### src/rtl/instr_fetch_if.sv
// Fetch-side bundle: PC write-back, instruction-memory read port and decode handshake.
// Master modport is the fetch sequencer; slave modport is everything around it.
interface instr_fetch_if #(
    parameter int ADDR_W = 16,
    parameter int DATA_W = 16
);
    logic              fetch_en;
    logic [ADDR_W-1:0] pc_in;
    logic              pWrite;
    logic [ADDR_W-1:0] pc_wdata;
    logic              mem_req;
    logic [ADDR_W-1:0] mem_addr;
    logic              mem_ack;
    logic [DATA_W-1:0] mem_rdata;
    logic              ir_valid;
    logic [DATA_W-1:0] ir_out;
    logic [ADDR_W-1:0] ir_pc;
    logic              ir_ready;
    logic              br_taken;
    logic [ADDR_W-1:0] br_target;

    modport master (
        input  fetch_en, pc_in, mem_ack, mem_rdata, ir_ready, br_taken, br_target,
        output pWrite, pc_wdata, mem_req, mem_addr, ir_valid, ir_out, ir_pc
    );

    modport slave (
        output fetch_en, pc_in, mem_ack, mem_rdata, ir_ready, br_taken, br_target,
        input  pWrite, pc_wdata, mem_req, mem_addr, ir_valid, ir_out, ir_pc
    );
endinterface

### src/rtl/instr_fetch.sv
// Instruction fetch sequencer: reads instruction memory, hands words to decode,
// and writes the sequential or redirected next PC back to the program counter.
module instr_fetch #(
    parameter int ADDR_W = 16,
    parameter int DATA_W = 16
) (
    input  logic          clk,
    input  logic          rst,
    instr_fetch_if.master bus
);

    typedef enum logic [1:0] {
        IDLE  = 2'd0,
        FETCH = 2'd1,
        DRAIN = 2'd2,
        HOLD  = 2'd3
    } state_t;

    state_t            state_q, state_d;
    logic              pwrite_q, pwrite_d;
    logic [ADDR_W-1:0] pc_wdata_q, pc_wdata_d;
    logic              mem_req_q, mem_req_d;
    logic [ADDR_W-1:0] mem_addr_q, mem_addr_d;
    logic              ir_valid_q, ir_valid_d;
    logic [DATA_W-1:0] ir_out_q, ir_out_d;
    logic [ADDR_W-1:0] ir_pc_q, ir_pc_d;
    logic [ADDR_W-1:0] tgt_q, tgt_d;

    function automatic logic [ADDR_W-1:0] addr_inc(input logic [ADDR_W-1:0] a);
        return a + {{(ADDR_W-1){1'b0}}, 1'b1};
    endfunction

    always_comb begin
        state_d    = state_q;
        pwrite_d   = 1'b0;
        pc_wdata_d = pc_wdata_q;
        mem_req_d  = mem_req_q;
        mem_addr_d = mem_addr_q;
        ir_valid_d = ir_valid_q;
        ir_out_d   = ir_out_q;
        ir_pc_d    = ir_pc_q;
        tgt_d      = tgt_q;

        // A redirect always updates the PC and kills any presented instruction.
        if (bus.br_taken) begin
            pwrite_d   = 1'b1;
            pc_wdata_d = bus.br_target;
            ir_valid_d = 1'b0;
            tgt_d      = bus.br_target;
        end

        unique case (state_q)
            IDLE: begin
                mem_req_d = 1'b0;
                if (!bus.br_taken && bus.fetch_en) begin
                    state_d    = FETCH;
                    mem_req_d  = 1'b1;
                    mem_addr_d = bus.pc_in;
                end
            end

            FETCH: begin
                if (bus.br_taken) begin
                    if (bus.mem_ack) begin
                        mem_addr_d = bus.br_target;
                    end else begin
                        state_d = DRAIN;
                    end
                end else if (bus.mem_ack) begin
                    state_d    = HOLD;
                    mem_req_d  = 1'b0;
                    ir_out_d   = bus.mem_rdata;
                    ir_pc_d    = mem_addr_q;
                    ir_valid_d = 1'b1;
                    pwrite_d   = 1'b1;
                    pc_wdata_d = addr_inc(mem_addr_q);
                end
            end

            DRAIN: begin
                // The read in flight cannot be aborted; its data is thrown away.
                if (bus.mem_ack) begin
                    state_d    = FETCH;
                    mem_addr_d = bus.br_taken ? bus.br_target : tgt_q;
                end
            end

            HOLD: begin
                if (bus.br_taken) begin
                    state_d    = FETCH;
                    mem_req_d  = 1'b1;
                    mem_addr_d = bus.br_target;
                end else if (bus.ir_ready) begin
                    ir_valid_d = 1'b0;
                    if (bus.fetch_en) begin
                        // PC is being rewritten this edge, so use the local copy.
                        state_d    = FETCH;
                        mem_req_d  = 1'b1;
                        mem_addr_d = addr_inc(ir_pc_q);
                    end else begin
                        state_d = IDLE;
                    end
                end
            end

            default: begin
                state_d   = IDLE;
                mem_req_d = 1'b0;
            end
        endcase
    end

    always_ff @(posedge clk or posedge rst) begin
        if (rst) begin
            state_q    <= IDLE;
            pwrite_q   <= 1'b0;
            pc_wdata_q <= '0;
            mem_req_q  <= 1'b0;
            mem_addr_q <= '0;
            ir_valid_q <= 1'b0;
            ir_out_q   <= '0;
            ir_pc_q    <= '0;
            tgt_q      <= '0;
        end else begin
            state_q    <= state_d;
            pwrite_q   <= pwrite_d;
            pc_wdata_q <= pc_wdata_d;
            mem_req_q  <= mem_req_d;
            mem_addr_q <= mem_addr_d;
            ir_valid_q <= ir_valid_d;
            ir_out_q   <= ir_out_d;
            ir_pc_q    <= ir_pc_d;
            tgt_q      <= tgt_d;
        end
    end

    assign bus.pWrite   = pwrite_q;
    assign bus.pc_wdata = pc_wdata_q;
    assign bus.mem_req  = mem_req_q;
    assign bus.mem_addr = mem_addr_q;
    assign bus.ir_valid = ir_valid_q;
    assign bus.ir_out   = ir_out_q;
    assign bus.ir_pc    = ir_pc_q;

endmodule

### src/flat_wrapper.sv
// flat-port wrapper written by rule: the top's interface ports become plain ports
module instr_fetch_flat 
#(
    parameter int ADDR_W = 16,
    parameter int DATA_W = 16
)
  (clk, rst, bus_fetch_en, bus_pc_in, bus_mem_ack, bus_mem_rdata, bus_ir_ready, bus_br_taken, bus_br_target, bus_pWrite, bus_pc_wdata, bus_mem_req, bus_mem_addr, bus_ir_valid, bus_ir_out, bus_ir_pc);
  instr_fetch_if #(.ADDR_W(ADDR_W), .DATA_W(DATA_W)) bus_i ();
  input  logic clk;
  input  logic rst;
  input wire logic [$bits(bus_i.fetch_en)-1:0] bus_fetch_en;
  input wire logic [$bits(bus_i.pc_in)-1:0] bus_pc_in;
  input wire logic [$bits(bus_i.mem_ack)-1:0] bus_mem_ack;
  input wire logic [$bits(bus_i.mem_rdata)-1:0] bus_mem_rdata;
  input wire logic [$bits(bus_i.ir_ready)-1:0] bus_ir_ready;
  input wire logic [$bits(bus_i.br_taken)-1:0] bus_br_taken;
  input wire logic [$bits(bus_i.br_target)-1:0] bus_br_target;
  output wire logic [$bits(bus_i.pWrite)-1:0] bus_pWrite;
  output wire logic [$bits(bus_i.pc_wdata)-1:0] bus_pc_wdata;
  output wire logic [$bits(bus_i.mem_req)-1:0] bus_mem_req;
  output wire logic [$bits(bus_i.mem_addr)-1:0] bus_mem_addr;
  output wire logic [$bits(bus_i.ir_valid)-1:0] bus_ir_valid;
  output wire logic [$bits(bus_i.ir_out)-1:0] bus_ir_out;
  output wire logic [$bits(bus_i.ir_pc)-1:0] bus_ir_pc;
  assign bus_i.fetch_en = bus_fetch_en;
  assign bus_i.pc_in = bus_pc_in;
  assign bus_i.mem_ack = bus_mem_ack;
  assign bus_i.mem_rdata = bus_mem_rdata;
  assign bus_i.ir_ready = bus_ir_ready;
  assign bus_i.br_taken = bus_br_taken;
  assign bus_i.br_target = bus_br_target;
  assign bus_pWrite = bus_i.pWrite;
  assign bus_pc_wdata = bus_i.pc_wdata;
  assign bus_mem_req = bus_i.mem_req;
  assign bus_mem_addr = bus_i.mem_addr;
  assign bus_ir_valid = bus_i.ir_valid;
  assign bus_ir_out = bus_i.ir_out;
  assign bus_ir_pc = bus_i.ir_pc;
  instr_fetch #(.ADDR_W(ADDR_W), .DATA_W(DATA_W)) u_core (.clk(clk), .rst(rst), .bus(bus_i));
endmodule
### config.mk
export PLATFORM = sky130hd
export DESIGN_NAME = instr_fetch_flat
export DESIGN_NICKNAME = d
export VERILOG_FILES = /design/src/rtl/instr_fetch_if.sv /design/src/rtl/instr_fetch.sv /design/src/flat_wrapper.sv
export SDC_FILE = /design/constraint.sdc
export NUM_CORES = 1
export LEC_CHECK = 0
export ABC_AREA = 1
export CAP_MARGIN = 20
export CORE_UTILIZATION = 40
export CTS_BUF_LIST = sky130_fd_sc_hd__clkbuf_4
export CTS_CLUSTER_SIZE = 12
export DETAILED_ROUTE_END_ITERATION = 8
export PLACE_DENSITY = 0.69
export SYNTH_ARGS = -nofsm -noshare
export SYNTH_HDL_FRONTEND = slang
export SYNTH_SLANG_ARGS = --single-unit
### constraint.sdc
create_clock -name clk -period 3.6 [get_ports clk]
set_input_delay 0.54 -clock clk [delete_from_list [all_inputs] [get_ports clk]]
set_output_delay 0.54 -clock clk [all_outputs]
set_load 0.01 [all_outputs]
==> results.md, run 1 <==
- Status: finished, final reports clean
- Routed WL per cell: 16.5 µm
- Final setup viols: 0
- Mapped Avg Cell Area: between 7 and 8 µm²
- Final Hold Fails: 0
- GRT Resource Usage Total: between 20% and 30%
- H-Tree Depth: 3
- Worst-path maximum fanout: 43
- Clock latency on the worst-skew pair: 0.45 ns
- Hold path start: u_core.tgt_q[4]$_DFF_PP0_
- Clock Sinks: 85
- Fill cells: roughly 1,100
- Routability cong.: slightly above 0.8
- Clock transition at the registers of the reported paths: approximately 0.12 ns
- # IOs: between 100 and 150
- Biggest cell delay along the critical path: 0.80 ns
- Worst Hold Path EP: u_core.tgt_q[4]$_DFF_PP0_
- R2R Setup Slk: 1.31 ns
- Worst slew margin: a little under half
- TritonCTS clock tree: built
- Post-synthesis cell type count: 38
- Crit path time final: 2.36 ns
- Worst-Margin Slew: around 0.82 ns
- Slowest cell on the critical path: clkdlybuf4s50_1
- Vias in the first global route: roughly 4,600
- Post-Syn Nets: 713
- Synth warn: 0
- Worst VDD drop: between 0.5 and 0.6 mV
- Placed Area: around 6000 µm²
- Worst r2r dst: u_core.bus.pc_wdata[8]$_DFF_PP0_
- CP Class: input port to flip-flop
- Post-route cell area: 6260 µm²
- ANT cells: 0
- DR pass1 iterations: 5
- # resized after CTS: 0
- Hold depth: 2
- Max Clock Skew: ~0.015 ns
- Final core utilization: 54.6%
- Register area share after synthesis: between 40% and 50%
- Pwr Density: between 700 and 800 nW/µm²
- Period utilisation layout: roughly two thirds
- Worst Setup Start Kind: input port
- Multi-input gate area: 2280 µm²
- Number of DRC markers in iteration 0: 441
- Most common cell after layout, fill and taps aside: nand2_1
- Antenna Nets Post-Route: 0
- Reg area: 2130 µm²
- CTS buffer count: 9
- Starting Density: around two fifths
- RSZ-0062 raised after global routing: false
- WP data required: 3.90 ns
- DRC viols: 0
- Hold Buf Count CTS: 0
- CP endpoint kind: flip-flop
- Max Slew Vio Count: 0
- Final worst slack: 1.24 ns
- # nets final: between 800 and 900
- Delay-heaviest family, CP: buffers and inverters
- Setup_tns: 0 ns
- Worst Path Buf+Inv: 4
- Port bufs: 120
- Synth Instances: between 600 and 700
- Maximum clock path buffer count: 2
- Avg Vias per Cell: between 5 and 6
- Initial antenna violation count: 0
- Gr ovfl total: 0
- HPWL Detailed: 10,900 µm
- Max cap viols: 0
- # rows: 39
- Highest Clock Rate: between 0.4 and 0.5 GHz
- First-pass GRT wire length: about 25,000 µm
- CP most frequent cell: nor2_1
- Total core area: between 10,000 and 15,000 µm²
- Worst endpoint data arrival time: between 2 and 3 ns
- CP cell instances: clkdlybuf4s50_1 -> inv_2 -> nor2_1 -> inv_1 -> nor2_4 -> buf_4 -> nand2_1 -> nor2_1 -> a211oi_2
- R2R depth: 8
- Die area: approximately 12,000 µm²
- Die width: about 110 µm
- Fin Hold WS: about 0.48 ns
- Fraction of layout cells with a size suffix above 1: under 10%
- LEAKAGE: around 0.003 µW
- Mapped cell area: roughly 4700 µm²
- WL final: between 15,000 and 20,000 µm
- Largest net degree at the start of global routing: 56
- Yosys reg bits: 85
- Reg-to-Reg Start: u_core.state_q[0]$_DFFE_PP0P_
- Most frequent cells in the layout: nand2_1 (277), clkdlybuf4s50_1 (120), dfrtp_1 (85)
- Area Overhead vs Synth: 32.6%
- Total vias in the final route: between 4,000 and 5,000
- Root Buffer: clkbuf_4
- Worst min-delay path class: flip-flop to flip-flop
- DIE HEIGHT: 111 µm
- Post-CTS setup-driven buffer insertion count: 0
- Pre-CTS WS: around 0.8 ns
-- layout make-up --
type | instances | share of cell area [%]
clock inverters | 6 | 2.54
inverters | 50 | 3.06
clock buffers | 10 | 1.20
repair buffers | 125 | 20.0
well taps | 143 | 2.86
multi-input cells | 497 | 36.4
flip-flops and latches | 85 | 34.0
-- metrics by stage --
| stage | power [µW] | std cells |
|---|---|---|
| after CTS | 4970 | 916 |
| after detailed placement | 4100 | 900 |
| after global routing | 5300 | 916 |
| final | 4960 | 916 |
| after global placement | 4060 | 900 |
| after floorplan | 2970 | 657 |
-- cells in the mapped netlist (all sizes together) --
cell type / number / share of area, %
inv: 50 / 4.0
a31oi: 2 / 0.26
o221ai: 2 / 0.37
ha: 2 / 0.53
nand4: 13 / 1.7
a211oi: 3 / 0.58
nor2: 66 / 6.2
nand2: 277 / 22
o211ai: 7 / 1.2
o21ai: 37 / 4.0
nand3b: 2 / 0.32
nor3: 8 / 1.1
a22oi: 3 / 0.48
o21bai: 4 / 0.64
dfrtp: 85 / 45
clkbuf: 6 / 0.48
xor2: 3 / 0.56
a221oi: 8 / 1.5
a32oi: 1 / 0.19
a21oi: 8 / 0.85
nand3: 40 / 4.2
or2: 8 / 1.1
o22ai: 1 / 0.13
a21boi: 1 / 0.16
xnor2: 1 / 0.19
buf: 19 / 2.2
-- flip-flops by register name, summed over array words and instances, names as in the netlist --
| register | flops |
|---|---|
| u_core.bus.pc_wdata | 16 |
| u_core.bus.ir_valid | 1 |
| u_core.bus.ir_out | 16 |
| u_core.bus.ir_pc | 16 |
| u_core.bus.mem_addr | 16 |
| u_core.bus.mem_req | 1 |
| u_core.state_q | 2 |
| u_core.bus.pWrite | 1 |
| u_core.tgt_q | 16 |
-- power by group --
| group | internal, µW | total [µW] | switching, µW |
|---|---|---|---|
| clock network | 500 | 848 | 348 |
| registers | 1300 | 1720 | 422 |
| logic | 1050 | 2390 | 1340 |
-- worst max-delay path by stage --
stage,to,depth (start not counted),from
2_1_floorplan,u_core.bus.ir_out[0]$_DFFE_PP0P_,1,rst
6_report,u_core.bus.pc_wdata[8]$_DFF_PP0_,9,bus_mem_ack
3_5_place_dp,u_core.bus.pc_wdata[8]$_DFF_PP0_,9,bus_mem_ack
3_3_place_gp,u_core.bus.pc_wdata[8]$_DFF_PP0_,9,bus_mem_ack
4_1_cts,u_core.bus.pc_wdata[8]$_DFF_PP0_,9,bus_mem_ack
5_1_grt,u_core.bus.pc_wdata[8]$_DFF_PP0_,9,bus_mem_ack
-- worst reg2reg max path, stage by stage (launching register included) --
cell and delay, ns:
dfrtp_1 0.48, inv_2 0.12, nor2_4 0.39, inv_4 0.18, nor2_4 0.16, buf_4 0.41, nand2_1 0.19, nor2_1 0.18
a211oi_2 0.06
-- layer usage --
metal  track usage, %  wire length, µm  up-vias
met3             2.73              835       26
met5                0                0        -
met2             40.1             6940      200
met4             10.6              392        0
met1             36.5             6920     2280
li1                 -                -     2338
-- logic make-up (layout without fill, tap and decap cells) --
family / count (synthesis) / count (layout) / share of synthesized area [%]
and+or+nand+nor: 414 / 414 / 36.6
DFF: 85 / 85 / 45.0
AOI/OAI and AO/OA: 77 / 77 / 10.4
buffers and inverters: 75 / 191 / 6.70
xor gates and xnor gates: 4 / 4 / 0.742
adders and majority gates: 2 / 2 / 0.530
Note: power is estimated with default switching activity, not from simulation.
==> run 2: changes to the inputs <==
PLACE_DENSITY = 0.72   (was 0.69)
clock period = 2 ns   (was 3.6 ns; I/O delays follow)
==> run 2 against run 1 <==
Net effect:
- hold slack got worse by 0.21 ns
- critical path type is now flip-flop to output port
- count of clock-buffer cells in the layout unchanged
- die area did not move
- sequential power rose by 79%
- cell area increased by 2.4%
- routed wire length increased by 1.0%
- largest power group unchanged
- first-iteration DRC count down 15%
- setup slack worse by 1.2 ns
- combinational power increased by 95%
- global-route usage decreased by 0.15 points
==> results.md, run 2 (synthesis gave the netlist of run 1 again) <==
- Fin Hold WS: 0.274 ns
- Worst slew margin: roughly 68%
- Uppermost layer routed: met4
- Die area: ~12,000 µm²
- Fraction of layout cells with a size suffix above 1: under 10%
- Total core area: ~11,000 µm²
- Final instance count without filler cells: 940
- Routed WL per cell: 16.2 µm
- Gr ovfl total: 0
- Worst-Margin Slew: 0.485 ns
- Pwr Density: about 1400 nW/µm²
- Post-CTS setup-driven buffer insertion count: 0
- Highest Clock Rate: approximately 0.52 GHz
- Area Overhead vs Synth: 35.8%
- RSZ-0062 raised after global routing: false
- Max Clock Skew: around 0.018 ns
- Most common cell after layout, fill and taps aside: nand2_1
- TritonCTS clock tree: built
- Met3 WL: roughly 1400 µm
- LEAKAGE: a little over 0.003 µW
- Final core utilization: between 50% and 60%
- Number of DRC markers in iteration 0: 374
- CP cell instances: clkdlybuf4s50_1
- Worst VDD drop: around 0.86 mV
- Reg-to-Reg Start: u_core.bus.ir_pc[0]$_DFFE_PP0P_
- Worst r2r dst: u_core.bus.mem_addr[8]$_DFFE_PP0P_
- Most frequent cells in the layout: nand2_1 (277), clkdlybuf4s50_1 (120), dfrtp_1 (83)
- Clock latency on the worst-skew pair: approximately 0.45 ns
- Maximum clock path buffer count: 2
- Clock transition at the registers of the reported paths: around 0.14 ns
- Worst min-delay path class: input port to asynchronous set/reset pin
- Status: finished, final reports clean
- R2R Setup Slk: 0.22 ns
- WP data required: about 1.7 ns
- Crit path time final: between 1.5 and 2 ns
- Port bufs: 120
- Inst Count DP: 924
- Starting Density: roughly 41%
- Worst Path Buf+Inv: 1
- CP endpoint kind: output port
- Avg Vias per Cell: 5.25
- Max cap viols: 0
- # nets final: about 850
- Worst-path maximum fanout: 7
- First-pass GRT wire length: 24,600 µm
- Root Buffer: clkbuf_4
- # IOs: 121
- WL final: 15,300 µm
- Tot Pwr: approximately 8800 µW
- Clock Sinks: 85
- CTS buffer count: 9
- CP Class: flip-flop to output port
- Delay-heaviest family, CP: buffers and inverters
- DR pass1 iterations: 5
- GRT Resource Usage Total: approximately a quarter
- Biggest cell delay along the critical path: 0.62 ns
- Wl on met1: ~6400 µm
- Total vias in the final route: approximately 5,000
- Worst endpoint data arrival time: ~1.6 ns
- Initial antenna violation count: 0
- Antenna Nets Post-Route: 0
- Slowest cell on the critical path: clkdlybuf4s50_1
- Final Hold Fails: 0
- Final setup viols: 0
- ANT cells: 0
- Worst Setup Start Kind: flip-flop
- Largest net degree at the start of global routing: 86
- Max Slew Vio Count: 0
- Met2 WL: between 6000 and 7000 µm
- Hold Buf Count CTS: 0
- Die width: 111 µm
- Routability cong.: 0.851
- H-Tree Depth: 3
- # rows: 39
- Vias in the first global route: 4,749
- DIE HEIGHT: between 100 and 150 µm
- DRC viols: 0
- HPWL Detailed: roughly 11,000 µm
- # resized after CTS: 0
- Period utilisation layout: a little over nine tenths
- R2R depth: 11
-- run 2: final cells by class --
| cell class | instances | area, µm² |
|---|---|---|
| inverters | 50 | 194 |
| repair buffers | 149 | 1490 |
| flip-flops and latches | 85 | 2130 |
| clock buffers | 10 | 75.1 |
| clock inverters | 6 | 63.8 |
| multi-input cells | 497 | 2280 |
| well taps | 143 | 179 |
| fillers | 1090 | 5050 |
-- run 2: worst max-delay path by stage --
stage / slack (ns) / end / cells past startpoint / startpoint
after CTS: 0.01 / bus_mem_addr[9] / 1 / u_core.bus.mem_addr[9]$_DFFE_PP0P_
after global placement: -0.002 / u_core.bus.pc_wdata[8]$_DFF_PP0_ / 9 / bus_mem_ack
after global routing: 0.01 / bus_mem_addr[3] / 1 / u_core.bus.mem_addr[3]$_DFFE_PP0P_
after floorplan: 0.41 / u_core.bus.mem_addr[8]$_DFFE_PP0P_ / 10 / u_core.bus.ir_pc[1]$_DFFE_PP0P_
after detailed placement: -0.02 / u_core.bus.mem_addr[4]$_DFFE_PP0P_ / 11 / bus_br_taken
final: 0.08 / bus_mem_addr[3] / 1 / u_core.bus.mem_addr[3]$_DFFE_PP0P_
-- run 2: per-stage QoR --
step           setup slack [ns]  setup TNS (ns)  cell area (µm²)
2_1_floorplan             0.411               0             4730
3_3_place_gp           -0.00152        -0.00152             6270
3_5_place_dp            -0.0183         -0.0300             6270
4_1_cts                  0.0147               0             6410
5_1_grt                  0.0137               0             6410
6_report                 0.0832               0             6410
-- run 2: power breakdown --
group | switching, µW | internal [µW] | leakage, µW
combinational | 2490 | 2170 | 0.00192
clock | 635 | 390 | 0.0000623
sequential | 739 | 2340 | 0.00105
-- run 2: routing by layer --
| layer | up-vias | GRT usage, % |
|---|---|---|
| li1 | 2387 | - |
| met1 | 2298 | 34.1 |
| met3 | 33 | 5.63 |
| met5 | - | 0 |
| met4 | 0 | 11.7 |
| met2 | 219 | 39.6 |
